**src/rtl/serial_to_para.sv**
```systemverilog
// Deserialiser: gathers NUM_WORDS serial words into one big-endian parallel block
// with valid/ready handshakes on both the word input and the block output.
module serial_to_para #(
    parameter int unsigned WORD_W    = 32,
    parameter int unsigned NUM_WORDS = 16,
    parameter int unsigned CNT_W     = 4
) (
    input  logic                        clk,
    input  logic                        rst,
    input  logic                        in_valid,
    input  logic [WORD_W-1:0]           in_word,
    output logic                        in_ready,
    output logic                        out_valid,
    input  logic                        out_ready,
    output logic [WORD_W*NUM_WORDS-1:0] out_block,
    output logic [CNT_W-1:0]            word_cnt
);

    typedef enum logic {
        FILL = 1'b0,
        FULL = 1'b1
    } state_t;

    state_t                      state_q, state_d;
    logic [CNT_W-1:0]            cnt_q, cnt_d;
    logic [WORD_W*NUM_WORDS-1:0] block_q, block_d;

    logic accept;
    logic take;

    // in_ready depends only on state and out_ready, never on in_valid.
    assign in_ready  = (state_q == FILL) | out_ready;
    assign out_valid = (state_q == FULL);
    assign accept    = in_valid & in_ready;
    assign take      = out_valid & out_ready;

    assign out_block = block_q;
    assign word_cnt  = cnt_q;

    always_comb begin
        state_d = state_q;
        cnt_d   = cnt_q;
        block_d = block_q;

        // cnt_q is 0 whenever FULL, so an accept during a take lands in slot 0.
        for (int unsigned k = 0; k < NUM_WORDS; k++) begin
            if (accept && (cnt_q == CNT_W'(k))) begin
                block_d[(NUM_WORDS-1-k)*WORD_W +: WORD_W] = in_word;
            end
        end

        unique case (state_q)
            FILL: begin
                if (accept) begin
                    if (cnt_q == CNT_W'(NUM_WORDS-1)) begin
                        state_d = FULL;
                        cnt_d   = '0;
                    end else begin
                        cnt_d = cnt_q + 1'b1;
                    end
                end
            end
            FULL: begin
                if (take) begin
                    state_d = FILL;
                    cnt_d   = accept ? CNT_W'(1) : '0;
                end
            end
            default: begin
                state_d = FILL;
                cnt_d   = '0;
            end
        endcase
    end

    always_ff @(posedge clk) begin
        if (rst) begin
            state_q <= FILL;
            cnt_q   <= '0;
            block_q <= '0;
        end else begin
            state_q <= state_d;
            cnt_q   <= cnt_d;
            block_q <= block_d;
        end
    end

endmodule

```
**config.mk**
```make
export PLATFORM = sky130hd
export DESIGN_NAME = serial_to_para
export DESIGN_NICKNAME = d
export VERILOG_FILES = /design/src/rtl/serial_to_para.sv
export SDC_FILE = /design/constraint.sdc
export NUM_CORES = 1
export LEC_CHECK = 0
export BUFFER_PORTS_ARGS = -buffer_cell sky130_fd_sc_hd__buf_4
export CELL_PAD_IN_SITES_DETAIL_PLACEMENT = 1
export CELL_PAD_IN_SITES_GLOBAL_PLACEMENT = 1
export CORE_MARGIN = 2
export CORE_UTILIZATION = 35
export DETAILED_ROUTE_END_ITERATION = 7
export PLACE_DENSITY_LB_ADDON = 0.1
export SYNTH_ARGS = -nofsm -noshare
export SYNTH_HDL_FRONTEND = slang
export SYNTH_SLANG_ARGS = --single-unit
```
**constraint.sdc**
```tcl
create_clock -name clk -period 3.1 [get_ports clk]
set_input_delay 0.31 -clock clk [delete_from_list [all_inputs] [get_ports clk]]
set_output_delay 0.31 -clock clk [all_outputs]
set_load 0.02 [all_outputs]
```
==> flow_metrics.py <==
metrics = {
    "detailed_routing": {
        "drt_first_pass_iters": 4,
        "antenna_left": 0,
        "wirelength_um": 74600,
        "num_vias": 14800,
        "route.detailed.drc": 0,
        "routed_via_density": 4.79,
        "drt-initial-drc-count": 537,
        "wl_per_cell_um": 24.1,
    },
    "worst_setup_path": {
        "path_class": "register to register",
        "crit_family": "simple AND/OR/NAND/NOR gates",
        "cp-start-kind": "register",
        "cpMaxStageDelayCell": "nand4_4",
        "cpPeakStageDelay_ns": 0.79,
        "worst-path-buf-inv": 0,
        "endpoint_kind": "register",
        "r2r-start": "word_cnt[0]",
        "startpoint": "word_cnt[0]",
        "worst_ep_arrival_time_ns": 2.87,
        "crit_path_max_fanout": 33,
        "worstPathRequired_ns": 3.60,
        "crit_chain": "ha_1 -> nand4_4 -> mux2i_1",
    },
    "final_layout": {
        "nFillCells": 6150,
        "layout.cells.most_common": "buf_4",
        "final_core_util_pct": 46.7,
        "syn_to_final_growth_pct": 32.1,
        "drive_gt1_share_pct": 30.4,
        "final_nets": 2338,
        "layout_common_cells": "599 x buf_4, 545 x nand2b_1, 517 x dfxtp_1",
    },
    "floorplan": {
        "num_rows": 88,
        "die_area_um2": 60100,
        "core-area_um2": 57600,
        "io_pins": 554,
        "initial_core_util_pct": 35.4,
        "die_x_um": 245,
        "die_h_um": 245,
    },
    "sta": {
        "setup_viol": 0,
        "layout_min_cycle_time_ns": 2.37,
        "tns_ns": 0,
        "fin_worst_skew_ns": 0.0313,
        "relSlewSlack_pct": 36.3,
        "fin_ws_ns": 0.727,
        "tightest_slew_ns": 0.954,
        "hold_ws_ns": 0.0838,
        "slew_violations": 0,
        "min_period_over_period_pct": 76.5,
        "fmaxAchievable_mhz": 421,
        "hold_violations": 0,
        "grt_setup_unrepaired": "no",
    },
    "cts": {
        "cts_setup_buffers": 0,
        "cts_tree": "built",
        "cts_buffer_depth": 3,
        "cts_root_buf": "clkbuf_16",
        "cts_resized": 0,
        "clk-insertion-delay-late_ns": 0.62,
        "htreeDepth": 2,
        "cts_sinks": 517,
        "postCtsHoldBufs": 0,
        "cts_buffers": 57,
        "clk_pin_slew_worst_paths_ns": 0.06,
    },
    "run_status": {
        "status": "finished clean",
    },
    "power": {
        "power_density_nw_per_um2": 521,
        "clkPwrFrac_pct": 45.8,
        "peakVddDrop_uv": 424,
        "finalPower_uw": 14000,
        "power.net_switching_uw": 3270,
        "p_int_uw": 10800,
        "p_sw_share_pct": 23.3,
        "pwr-share-seq_pct": 48.1,
        "p_leak_uw": 0.0140,
        "combPwrFrac_pct": 6.1,
    },
    "min_path": {
        "hold_path.class": "primary input to register",
        "min-delay-start": "out_ready",
    },
    "synthesis": {
        "syn_nets": 1849,
        "synth.distinct_cells": 28,
        "yosys_warnings": 0,
        "yosys-top-cells-area": "dfxtp_1 51%, mux2i_1 25%, nand2b_1 17%",
        "syn_area_um2": 20400,
        "synth.top_cell.area_share_pct": 50.8,
        "syn_avg_cell_area_um2": 11.3,
        "yosys.area.top_type": "dfxtp_1",
        "synthCells": 1809,
        "ys_seq_area_share_pct": 50.8,
        "ys_ff_latch": 517,
    },
    "global_routing": {
        "grt_max_degree": 127,
        "grt_usage_pct": 24.1,
        "gr-total-overflow": 0,
        "first_global_vias": 15600,
        "grt_pass1_wl_um": 107000,
        "antenna_found_initial": 3,
    },
    "run": {
        "max-cap-violations": 0,
    },
    "placement": {
        "dp_hpwl_um": 51900,
        "pre_cts_slack_ns": 0.710,
        "routabilityCongestion": 0.759,
        "portBuffers": 553,
    },
}
## synthesized netlist by cell type
cell type  instances
o22ai_1            1
a31oi_1            1
buf_4             22
o2111ai_1          1
and4_1             2
clkbuf_1         104
nor2_1             2
a21oi_1            2
inv_1              4
ha_1               4
and3b_1            1
dfxtp_1          517
a22oi_1            1
nand3_1            2
buf_2             31
and2_1             1
mux2i_1          513
o211ai_1           1
buf_6             26
nor2b_1            4
nand4_1            1
or2_2              1
nand2b_1         546
nand4_4            4
nand4b_1           1
nand4_2           11
a311oi_1           1
nand2_1            4
## routing by layer
metal  GRT usage [%]  part of all wire (%)  vias to the layer above
met5               0                 0.036                        -
met4            9.02                   3.7                        4
met3            7.61                   7.8                      123
met2            41.0                    48                      402
met1            28.4                    40                     7403
li1                -                     -                     6882
## registers in the layout, summed over array words and instances (netlist names)
| signal | cells |
|---|---|
| out_block | 512 |
| out_valid | 1 |
| word_cnt | 4 |
## metrics by stage
step	cell area, µm²	cells
finish	26900	3095
global route	26900	3095
CTS	26900	3094
detailed placement	25200	3004
global placement	25200	3004
floorplan	20400	1809
## tightest hold or removal path, delay by kind of cell
| family | cells | cell delay [ns] |
|---|---|---|
| and+or+nand+nor | 2 | 0.14 |
| muxes | 1 | 0.11 |
| buffers and inverters | 1 | 0.08 |
## final timing paths
check,end,slack [ns],cells after the start
setup / recovery,out_block[31],0.73,3
hold / removal,word_cnt[3],0.08,4
hold reg to reg,out_block[488],0.47,2
setup reg to reg,out_block[31],0.73,3
## final cells by class
type                            instances  area (µm²)  share of cell area (%)
Timing Repair Buffer                  613        4770                    17.7
Antenna cell                            1        2.50                 0.00930
Clock buffer                           83        1690                    6.27
Sequential cell                       517       10300                    38.5
Multi-Input combinational cell       1105        9070                    33.7
Tap cell                              765         957                    3.56
Inverter                                4        15.0                  0.0558
Clock inverter                          7        38.8                   0.144
## logic make-up after synthesis
kind of cell / count (synthesis) / synth area share (%)
DFF: 517 / 50.8
and+or+nand+nor: 580 / 18.4
muxes: 513 / 25.2
AOI/OAI and AO/OA: 8 / 0.271
buffers and inverters: 187 / 5.00
adders and majority gates: 4 / 0.246
## power by group through the flow
stage / registers (µW) / clock network (µW) / logic [µW]
final: 6750 / 6420 / 848
after global placement: 6890 / 0 / 854
after global routing: 6750 / 6850 / 892
after CTS: 6750 / 6600 / 865
after detailed placement: 6890 / 0 / 863
after floorplan: 6960 / 0 / 411
No activity file was read; power rests on OpenSTA's default activity.
